<file path="src/rtl/button_conditioner.sv">
// Multi-channel push-button conditioner: two-flop synchroniser, counter-based
// debounce, registered press/release edge pulses and a per-channel auto-repeat
// generator that fires while a button is held.
module button_conditioner #(
    parameter int              N_CH          = 3,
    parameter int              DB_CYCLES     = 4,
    parameter int              REPEAT_DELAY  = 16,
    parameter int              REPEAT_PERIOD = 8,
    parameter logic [N_CH-1:0] REPEAT_MASK   = {N_CH{1'b1}}
) (
    input  logic            clk,
    input  logic            rst,
    input  logic [N_CH-1:0] btn_in,
    output logic [N_CH-1:0] level,
    output logic [N_CH-1:0] press,
    output logic [N_CH-1:0] rel,
    output logic [N_CH-1:0] rpt,
    output logic            any_press
);

    // Debounce counter only has to reach DB_CYCLES-1.
    localparam int CW   = (DB_CYCLES > 1) ? $clog2(DB_CYCLES) : 1;
    // Repeat timer saturates at the larger of the two intervals.
    localparam int TMAX = (REPEAT_DELAY > REPEAT_PERIOD) ? REPEAT_DELAY : REPEAT_PERIOD;
    localparam int TW   = $clog2(TMAX + 1);

    localparam logic [CW-1:0] DB_LAST  = CW'(DB_CYCLES - 1);
    localparam logic [TW-1:0] RD_LAST  = TW'(REPEAT_DELAY - 1);
    localparam logic [TW-1:0] RP_LAST  = TW'(REPEAT_PERIOD - 1);
    localparam logic [TW-1:0] TMAX_VAL = TW'(TMAX);

    typedef enum logic [1:0] {
        ST_IDLE   = 2'd0,
        ST_DELAY  = 2'd1,
        ST_REPEAT = 2'd2
    } rpt_state_e;

    logic [N_CH-1:0] sync1_q, sync1_d;
    logic [N_CH-1:0] sync2_q, sync2_d;
    logic [N_CH-1:0] rise_vec;
    logic            any_press_q, any_press_d;

    // Synchroniser and combined-press next values.
    always_comb begin
        sync1_d     = btn_in;
        sync2_d     = sync1_q;
        any_press_d = |rise_vec;
    end

    // Synchroniser chain and the any_press register.
    always_ff @(posedge clk) begin
        if (rst) begin
            sync1_q     <= '0;
            sync2_q     <= '0;
            any_press_q <= 1'b0;
        end else begin
            sync1_q     <= sync1_d;
            sync2_q     <= sync2_d;
            any_press_q <= any_press_d;
        end
    end

    assign any_press = any_press_q;

    generate
        for (genvar gi = 0; gi < N_CH; gi++) begin : ch_g
            localparam logic RPT_EN = REPEAT_MASK[gi];

            logic            level_q, level_d;
            logic [CW-1:0]   cnt_q, cnt_d;
            logic            press_q, press_d;
            logic            rel_q, rel_d;
            rpt_state_e      state_q, state_d;
            logic [TW-1:0]   timer_q, timer_d;
            logic            rpt_q, rpt_d;

            // Debounce: count consecutive disagreements, flip level on the last one.
            always_comb begin
                level_d = level_q;
                cnt_d   = cnt_q;
                press_d = 1'b0;
                rel_d   = 1'b0;
                if (sync2_q[gi] == level_q) begin
                    cnt_d = '0;
                end else if (cnt_q == DB_LAST) begin
                    cnt_d   = '0;
                    level_d = ~level_q;
                    press_d = ~level_q;
                    rel_d   = level_q;
                end else begin
                    cnt_d = cnt_q + 1'b1;
                end
            end

            // Repeat FSM: delay after press, then periodic pulses; release wins.
            always_comb begin
                state_d = state_q;
                timer_d = timer_q;
                rpt_d   = 1'b0;
                if (timer_q != TMAX_VAL) begin
                    timer_d = timer_q + 1'b1;
                end
                case (state_q)
                    ST_IDLE: begin
                        if (press_d && RPT_EN) begin
                            state_d = ST_DELAY;
                            timer_d = '0;
                        end
                    end
                    ST_DELAY: begin
                        if (timer_q == RD_LAST) begin
                            state_d = ST_REPEAT;
                            timer_d = '0;
                            rpt_d   = 1'b1;
                        end
                    end
                    ST_REPEAT: begin
                        if (timer_q == RP_LAST) begin
                            timer_d = '0;
                            rpt_d   = 1'b1;
                        end
                    end
                    default: begin
                        state_d = ST_IDLE;
                        timer_d = '0;
                    end
                endcase
                if (rel_d) begin
                    state_d = ST_IDLE;
                    timer_d = '0;
                    rpt_d   = 1'b0;
                end
            end

            // Per-channel state registers.
            always_ff @(posedge clk) begin
                if (rst) begin
                    level_q <= 1'b0;
                    cnt_q   <= '0;
                    press_q <= 1'b0;
                    rel_q   <= 1'b0;
                    state_q <= ST_IDLE;
                    timer_q <= '0;
                    rpt_q   <= 1'b0;
                end else begin
                    level_q <= level_d;
                    cnt_q   <= cnt_d;
                    press_q <= press_d;
                    rel_q   <= rel_d;
                    state_q <= state_d;
                    timer_q <= timer_d;
                    rpt_q   <= rpt_d;
                end
            end

            assign level[gi]    = level_q;
            assign press[gi]    = press_q;
            assign rel[gi]      = rel_q;
            assign rpt[gi]      = rpt_q;
            assign rise_vec[gi] = press_d;
        end
    endgenerate

endmodule

</file>
<file path="config.mk">
export PLATFORM = sky130hd
export DESIGN_NAME = button_conditioner
export DESIGN_NICKNAME = d
export VERILOG_FILES = /design/src/rtl/button_conditioner.sv
export SDC_FILE = /design/constraint.sdc
export NUM_CORES = 1
export LEC_CHECK = 0
export CORE_ASPECT_RATIO = 0.7
export CORE_MARGIN = 2
export CORE_UTILIZATION = 35
export CTS_BUF_LIST = sky130_fd_sc_hd__clkbuf_16
export CTS_CLUSTER_SIZE = 10
export DETAILED_ROUTE_END_ITERATION = 10
export SLEW_MARGIN = 20
export SYNTH_ARGS = -nofsm -noshare
export SYNTH_HDL_FRONTEND = slang
export SYNTH_SLANG_ARGS = --single-unit
</file>
<file path="constraint.sdc">
create_clock -name clk -period 4.31 [get_ports clk]
set_input_delay 0.862 -clock clk [delete_from_list [all_inputs] [get_ports clk]]
set_output_delay 0.862 -clock clk [all_outputs]
set_load 0.05 [all_outputs]
</file>
==> summary.txt <==
Rel. slew slack: 46.3%
Register area: 921 sq um
Nets: 259
# port buffers: 17
First-pass GRT wire length: 6780 um
Crit. End Element: output port
Fin cells: 322
Min Clock Period, post-route: 2.41 ns
Routing usage on met3: 3.16%
#FFs+latches synth: 46
Library cells used by synthesis: 37
Number of setup buffers added after CTS: 0
Crit start category: register
CTS Hold Bufs: 0
Leak: 1.13 nW
Multi-input gate area: 1250 sq um
Met2 Use GR: 16.7%
Max Clk Rate: 415 MHz
GR Util All Layers: 11.7%
Chip height: 72.6 um
Initial Util: 36.9%
Crit Path Max Fanout: 5
CTS tree: built
Worst skew pair latency: 0.29 ns
Max Root-Sink Buffers: 2
Ys Warns: 0
Top Usage Layer GRT: met2
Initial DRC Count: 54
Dpl hpwl: 2790 um
Max Slew Vio Count: 0
Die area: 7400 sq um
Maximum VDD drop: 130 uV
Vias: 1,497
Post-Syn Area: 2350 sq um
Vias/cell: 4.65
Core Region: 6370 sq um
Area growth syn-to-layout: 14.0%
Top cells by area, synth: dfxtp_1 (39%), ha_1 (13%), buf_4 (3.8%)
Critical path buffer and inverter count: 1
ANT cells: 0
WP data required: 3.45 ns
Worst Path Arrival: 1.55 ns
Pin count of the biggest net entering global routing: 26
Fillers: 627
Ys async rst share: 0%
CTS resizes: 0
Layout cells sized above 1: 11.3%
Max H-tree Level: 2
Max_cap viols: 0
Initial antenna violation count: 0
Syn avg cell area: 10.7 sq um
1st-pass router iterations: 5
Yosys top cell by area: dfxtp_1
HP Class: register to register
Post-route ant nets: 0
Drt total wl: 3770 um
Die X: 102 um
Skew final: 0.00654 ns
Seq/Total Area, Yosys: 39.2%
Synth top area share: 39.2%
RSZ-0062 raised after global routing: no
CP max stage delay: 0.84 ns
Grt total ovfl: 0
# placed instances: 314
CP Cell Sequence: clkdlybuf4s50_1
Drt wl/cell: 11.7 um
Met1 Usage GRT: 16.6%
Top FF cell, synth: dfxtp_1
CTS Root Cell: clkbuf_16
Row count: 24
Crit-path slowest cell: clkdlybuf4s50_1
Setup TNS: 0 ns
Gp weighted congestion: 0.758
Worst-Margin Slew: 0.802 ns
Syn Nets: 249
DRC: 0
Clock Sink Count: 46
Top delay family on crit path: buffers and inverters
Ports: 18
CTS buffer count: 5
Vias in the first global route: 1,424
Syn Inst Count: 220
Final Hold Violating Endpoints: 0
EDFF count, synth: 0
Outcome: completed
Critical path class: register to output port
PwrDens: 323 nW/um^2
Final setup fails: 0
Clock slew seen by the registers of the worst setup and hold paths: 0.06 ns
Final worst path period share: 55.9%
synthesized netlist by cell type, types with 2 or more instances:
| cell | n |
|---|---|
| a2111oi_2 | 3 |
| a211o_1 | 3 |
| a21oi_1 | 3 |
| a221oi_4 | 3 |
| and2b_1 | 2 |
| and3_1 | 5 |
| buf_2 | 2 |
| buf_4 | 12 |
| dfxtp_1 | 46 |
| ha_1 | 24 |
| inv_1 | 21 |
| mux2i_1 | 3 |
| nand2_1 | 6 |
| nand2b_1 | 3 |
| nand2b_2 | 2 |
| nand3_1 | 3 |
| nand3b_2 | 2 |
| nand3b_4 | 3 |
| nand4bb_1 | 4 |
| nor2_1 | 15 |
| nor2b_1 | 10 |
| nor4_1 | 9 |
| nor4b_1 | 2 |
| o211a_1 | 3 |
| o21ai_0 | 3 |
| o311a_1 | 3 |
| o31ai_1 | 3 |
| or3_1 | 3 |
| xnor2_1 | 6 |
| xor2_1 | 6 |
registers in the layout (all words and copies together) (netlist names):
signal / flops
ch_g.cnt_q: 6
sync2_q: 3
ch_g.press_q: 3
ch_g.rel_q: 3
ch_g.timer_q: 15
any_press: 1
ch_g.state_q: 6
ch_g.rpt_q: 3
sync1_q: 3
ch_g.level_q: 3
metrics by stage:
| step | power [mW] | area (sq um) | utilization, % | hold slack (ns) | worst slack [ns] |
|---|---|---|---|---|---|
| global route | 0.905 | 2680 | 42.1 | 0.441 | 1.84 |
| floorplan | 0.483 | 2350 | - | 0.397 | 2.65 |
| finish | 0.865 | 2680 | 42.1 | 0.419 | 1.90 |
| CTS | 0.876 | 2680 | 42.1 | 0.420 | 1.88 |
| global placement | 0.494 | 2530 | 39.8 | 0.407 | 1.75 |
| detailed placement | 0.494 | 2530 | 39.8 | 0.410 | 1.66 |
worst register-to-register path, stage by stage (launching register included):
cell and delay (ns):
dfxtp_1 0.39, ha_1 0.27, and3_2 0.21, ha_1 0.17, and2b_1 0.24, a221oi_4 0.30
nor4_1 0.10
kinds of logic after synthesis:
family / Yosys count / synth area share, %
AOI/OAI and AO/OA: 25 / 11.4
xor gates and xnor gates: 12 / 4.47
adders and majority gates: 24 / 12.8
buffers and inverters: 35 / 7.61
DFF: 46 / 39.2
muxes: 3 / 1.28
and+or+nand+nor: 75 / 23.3
power by group:
part	internal (mW)	switching [mW]	leakage (nW)
Sequential	0.436	0.0103	0.374
Clock	0.215	0.166	0.0698
Combinational	0.0204	0.0183	0.688
Total	0.671	0.194	1.13
cells in the final DEF (no fill, tap or decap), drive strengths merged:
master / n
dfxtp: 46
ha: 24
inv: 21
clkdlybuf4s50: 17
nor2: 15
nor2b: 10
nor4: 9
xnor2: 6
nand2: 6
xor2: 6
and3: 6
nand4bb: 6
nand3b: 6
nand2b: 6
clkbuf: 5
mux2i: 3
or3: 3
a21oi: 3
a211o: 3
o211a: 3
a221oi: 3
a2111oi: 3
o21ai: 3
nand3: 3
o31ai: 3
o311a: 3
nor4b: 3
and2b: 2
clkinv: 2
a31oi: 1
clkinvlp: 1
metal layers:
metal	share of wire, %	up-vias
met3	3.5	8
met5	0	-
met4	1.8	0
li1	-	774
met2	42	28
met1	53	687
final timing paths:
path | start | endpoint | cells past startpoint | slack (ns)
max | ch_g[0].level_q | level[0] | 1 | 1.90
min | ch_g[1].cnt_q[0] | ch_g[1].cnt_q[0] | 1 | 0.42
max reg2reg | ch_g[0].timer_q[0] | ch_g[0].timer_q[0] | 6 | 2.50
min reg2reg | ch_g[1].cnt_q[0] | ch_g[1].cnt_q[0] | 1 | 0.42
cell type report:
type,count,area share [%]
well taps,91,4.25
repair buffers,17,6.35
multi-input cells,139,46.7
inverters,21,2.94
clock buffers,5,4.67
flip-flops and latches,46,34.3
clock inverters,3,0.793
Note: power is estimated with default switching activity, not from simulation.
